==> src/rtl/irq_request_latch.sv <==
// Interrupt request capture ahead of the priority encoder: synchronise, edge/level
// qualify, hold pending under a mask, and run the valid/ack/eoi service handshake.
module irq_request_latch #(
    parameter int N           = 8,
    parameter int ID_W        = 3,
    parameter int SYNC_STAGES = 2
) (
    input  logic            clk,
    input  logic            rst,
    input  logic [N-1:0]    irq_in,
    input  logic [N-1:0]    edge_mode,
    input  logic [N-1:0]    mask_in,
    input  logic            mask_we,
    output logic [N-1:0]    pending_out,
    output logic            irq_valid,
    input  logic            ack,
    input  logic [ID_W-1:0] ack_id,
    input  logic            eoi,
    output logic [N-1:0]    in_service,
    output logic            busy
);

    typedef enum logic [1:0] {
        IDLE    = 2'd0,
        REQ     = 2'd1,
        SERVICE = 2'd2
    } state_t;

    state_t         state_q;
    state_t         state_d;
    logic [N-1:0]   sync_q [SYNC_STAGES];
    logic [N-1:0]   irq_s;
    logic [N-1:0]   irq_s_dly_q;
    logic [N-1:0]   rise;
    logic [N-1:0]   pend_q;
    logic [N-1:0]   pend_d;
    logic [N-1:0]   mask_q;
    logic [N-1:0]   mask_d;
    logic [N-1:0]   in_service_q;
    logic [N-1:0]   in_service_d;
    logic [N-1:0]   ack_oh;
    logic [N-1:0]   clr;
    logic           accept;

    assign irq_s       = sync_q[SYNC_STAGES-1];
    assign rise        = irq_s & ~irq_s_dly_q;
    assign pending_out = pend_q & ~mask_q;
    assign in_service  = in_service_q;

    // One-hot decode of ack_id; ids with no matching line decode to zero and are ignored.
    always_comb begin
        ack_oh = '0;
        for (int i = 0; i < N; i++) begin
            ack_oh[i] = (ack_id == ID_W'(i));
        end
    end

    always_comb begin
        accept = ack && (state_q == REQ) && (|(ack_oh & pending_out));
        clr    = accept ? ack_oh : '0;
    end

    // Edge lines: a fresh rise beats a same-cycle ack clear. Level lines track irq_s.
    always_comb begin
        pend_d = (edge_mode & (rise | (pend_q & ~clr))) | (~edge_mode & irq_s);
    end

    always_comb begin
        mask_d = mask_we ? mask_in : mask_q;
    end

    always_comb begin
        in_service_d = in_service_q;
        if (accept) begin
            in_service_d = ack_oh;
        end else if ((state_q == SERVICE) && eoi) begin
            in_service_d = '0;
        end
    end

    always_ff @(posedge clk) begin
        if (rst) begin
            for (int s = 0; s < SYNC_STAGES; s++) begin
                sync_q[s] <= '0;
            end
            irq_s_dly_q  <= '0;
            pend_q       <= '0;
            mask_q       <= '1;
            in_service_q <= '0;
        end else begin
            sync_q[0] <= irq_in;
            for (int s = 1; s < SYNC_STAGES; s++) begin
                sync_q[s] <= sync_q[s-1];
            end
            irq_s_dly_q  <= irq_s;
            pend_q       <= pend_d;
            mask_q       <= mask_d;
            in_service_q <= in_service_d;
        end
    end

    always_ff @(posedge clk) begin
        if (rst) begin
            state_q <= IDLE;
        end else begin
            state_q <= state_d;
        end
    end

    always_comb begin
        state_d = state_q;
        case (state_q)
            IDLE: begin
                if (|pending_out) begin
                    state_d = REQ;
                end
            end
            REQ: begin
                if (accept) begin
                    state_d = SERVICE;
                end else if (!(|pending_out)) begin
                    state_d = IDLE;
                end
            end
            SERVICE: begin
                if (eoi) begin
                    state_d = IDLE;
                end
            end
            default: state_d = IDLE;
        endcase
    end

    always_comb begin
        irq_valid = (state_q == REQ);
        busy      = (state_q == SERVICE);
    end

endmodule

==> config.mk <==
export PLATFORM = sky130hd
export DESIGN_NAME = irq_request_latch
export DESIGN_NICKNAME = d
export VERILOG_FILES = /design/src/rtl/irq_request_latch.sv
export SDC_FILE = /design/constraint.sdc
export NUM_CORES = 1
export LEC_CHECK = 0
export CORE_MARGIN = 3
export CORE_UTILIZATION = 40
export CTS_CLUSTER_SIZE = 30
export DETAILED_ROUTE_END_ITERATION = 8
export DONT_BUFFER_PORTS = 1
export GPL_TIMING_DRIVEN = 0
export PLACE_DENSITY = 0.6
export SLEW_MARGIN = 20
export SYNTH_ARGS = -nofsm -noshare
export SYNTH_HDL_FRONTEND = slang
export SYNTH_SLANG_ARGS = --single-unit
==> constraint.sdc <==
create_clock -name clk -period 3.5 [get_ports clk]
set_clock_uncertainty 0.2 [all_clocks]
set_input_delay 0.7 -clock clk [delete_from_list [all_inputs] [get_ports clk]]
set_output_delay 0.7 -clock clk [all_outputs]
set_load 0.02 [all_outputs]
==> impl_metrics.py <==
metrics = {
    "outcome": {
        "status": "completed",
    },
    "routing": {
        "routedWlPerCell_um": 15.7,
        "antenna_left": 0,
        "dr_total_vias": 1343,
        "via_per_inst": 5.35,
        "first_pass_iters": 6,
        "drt_iter0_drc": 47,
        "drc": 0,
        "wirelength_mm": 3.95,
    },
    "synth": {
        "synth_top_area_share_pct": 52.2,
        "synth_fa_ha_area_share_pct": 0,
        "synth_seq_cells": 50,
        "yosys-mux-area-fraction_pct": 7.44,
        "ys.flop_type": "dfxtp_1",
        "synth_edf_count": 0,
        "synth_simple_gate_area_share_pct": 23.7,
        "synth.cell_area_um2": 1920,
        "avgSynthCellArea_um2": 10.0,
        "yosys-top-cells-area": "dfxtp_1 52%, nor2b_1 12%, mux2i_1 6.3%",
        "ys_warn_count": 0,
        "seq_area_frac_synth_pct": 52.2,
        "syn_nets": 223,
        "synth_compound_area_share_pct": 12.7,
        "synth_xor_area_share_pct": 0,
        "synth_top_area_cell": "dfxtp_1",
        "yosysUniqueCellTypes": 37,
        "syn_inst": 191,
        "synthArstFlopShare_pct": 0,
        "synth_top_family_by_area": "simple AND/OR/NAND/NOR gates",
    },
    "die": {
        "io_pins": 50,
        "fp-row-count": 24,
        "fp.dieH_um": 75.2,
        "die_area_um2": 5660,
        "start_util_pct": 42.6,
        "core-area_um2": 4500,
        "die_x_um": 75.2,
    },
    "clock_tree": {
        "clkTransAtPathRegs_ns": 0.09,
        "clockRootBuffer": "clkbuf_8",
        "postCtsHoldBufs": 0,
        "cts_buffers": 5,
        "cts.sinks": 50,
        "clk_latency_ns": 0.30,
        "cts_tree": "done",
        "cts.path.max_buffers": 2,
        "htreeDepth": 2,
        "postCtsSetupBuffers": 0,
        "cts_resized": 0,
    },
    "global_route": {
        "gr-total-overflow": 0,
        "grt_usage_pct": 14.7,
        "antenna_found_initial": 0,
        "grt_pass1_vias": 1319,
        "grt_pass1_wl_mm": 6.09,
        "grt_start_max_net_pins": 17,
    },
    "placed_design": {
        "io_buffers": 0,
        "hpwl_mm": 3.09,
        "pre_cts_slack_ns": 1.30,
        "placed_cell_area_um2": 1980,
        "gp_congestion": 0.889,
    },
    "timing": {
        "maxSlewHeadroom_pct": 53.9,
        "drv_slew": 0,
        "setup_ws_ns": 1.39,
        "fin_crit_sh_pct": 60.4,
        "min_period_ns": 2.11,
        "tightest_slew_ns": 0.691,
        "finalHoldViolations": 0,
        "fmax_mhz": 473,
        "setup_tns_ns": 0,
        "grt_setup_unrepaired": "false",
        "final-setup-viol-count": 0,
    },
    "layout": {
        "syn_to_final_growth_pct": 8.09,
        "nets": 230,
        "finalInstanceArea_um2": 2070,
        "postLayoutCoreUtil_pct": 46.0,
        "final_cell_mix": "50 x dfxtp_1, 37 x nor2b_1, 28 x nand2_1",
        "layout_commonest_cell": "dfxtp_1",
        "num_antenna_cells": 0,
        "layout-drive-gt1-share_pct": 9.05,
    },
    "hold_path": {
        "min_path_type": "register to register",
        "whs_path_depth": 1,
        "holdPathEnd": "sync_q[0][13]",
        "min_from": "sync_q[0][5]",
    },
    "critical_path": {
        "cp_num_buf_inv": 1,
        "worst_setup_path_start_kind": "register",
        "cp_top_family": "multiplexers",
        "r2r_cells": 5,
        "endpoint_kind": "register",
        "worst_path_largest_cell_delay_ns": 0.55,
        "critPathSlowestCell": "nor2b_1",
        "crit_fanout": 10,
        "arrival_ns": 2.14,
        "worstPathCellList": "nor2b_1, mux4_2, o221a_1, buf_6, mux2i_1",
        "reg2reg_to": "in_service[4]",
        "r2r_slack_ns": 1.39,
        "path_depth": 5,
        "reg2reg_from": "pend_q[4]",
        "critPathKind": "register to register",
        "critPathRequiredTime_ns": 3.53,
    },
    "power": {
        "p_total_w": 0.000988,
        "powerDensity_nw_per_um2": 476,
        "power.leakage_nw": 0.771,
        "vdd_drop_max_uv": 294,
    },
    "flow_run": {
        "cap_viol_max_count": 0,
    },
}
Yosys cell counts (all sizes together), types with 2 or more instances:
cell / count
mux2i: 12
clkbuf: 5
buf: 5
dfxtp: 50
o21a: 2
nand2: 28
nand4: 2
o22ai: 4
a21boi: 2
inv: 5
a41o: 2
a21oi: 3
nor4: 2
nor2b: 38
a211oi: 2
nand3: 5
nor2: 4
a32oi: 4
per-stage QoR:
| step | hold WS (ns) | instances |
|---|---|---|
| floorplan | 0.214 | 191 |
| global placement | 0.220 | 243 |
| global route | 0.256 | 251 |
| detailed placement | 0.220 | 243 |
| CTS | 0.241 | 251 |
| finish | 0.240 | 251 |
layer usage:
layer,GRT usage [%],share of wire (%)
met1,18.5,45
met5,0,0
met2,22.6,44
met3,5.07,8.9
met4,6.99,2.4
kinds of logic (layout without fill, tap and decap cells):
group	count (synthesis)	count (layout)
flops	50	50
simple gates	84	84
buf+inv	15	23
mux	13	13
compound gates	29	29
cell type report:
type / instances / area (um^2)
buffer: 10 / 56.3
clock buffer: 5 / 68.8
clock inverter: 3 / 21.3
fill: 416 / 2430
inverter: 5 / 18.8
multi-input combinational: 126 / 842
sequential: 50 / 1000
tap: 52 / 65.1
how the worst max path moves through the flow:
stage	endpoint	start
after floorplan	state_q[1]	ack_id[1]
after global placement	state_q[1]	ack_id[0]
after detailed placement	state_q[1]	ack_id[0]
after CTS	pending_out[0]	pend_q[0]
after global routing	in_service[4]	pend_q[4]
final	in_service[4]	pend_q[4]
sequential cells by signal (all words and copies together) (netlist names):
name and cells:
pend_q 8, in_service 8, state_q 2, sync_q 16
mask_q 8, irq_s_dly_q 8
where the power goes:
| part | total (W) | switching (W) | leakage (nW) | internal, W |
|---|---|---|---|---|
| registers | 0.000598 | 0.00000919 | 0.410 | 0.000589 |
| clock network | 0.000326 | 0.000186 | 0.0441 | 0.000140 |
| logic | 0.0000631 | 0.0000363 | 0.318 | 0.0000268 |
| total | 0.000988 | 0.000231 | 0.771 | 0.000757 |
Note: power is estimated with default switching activity, not from simulation.
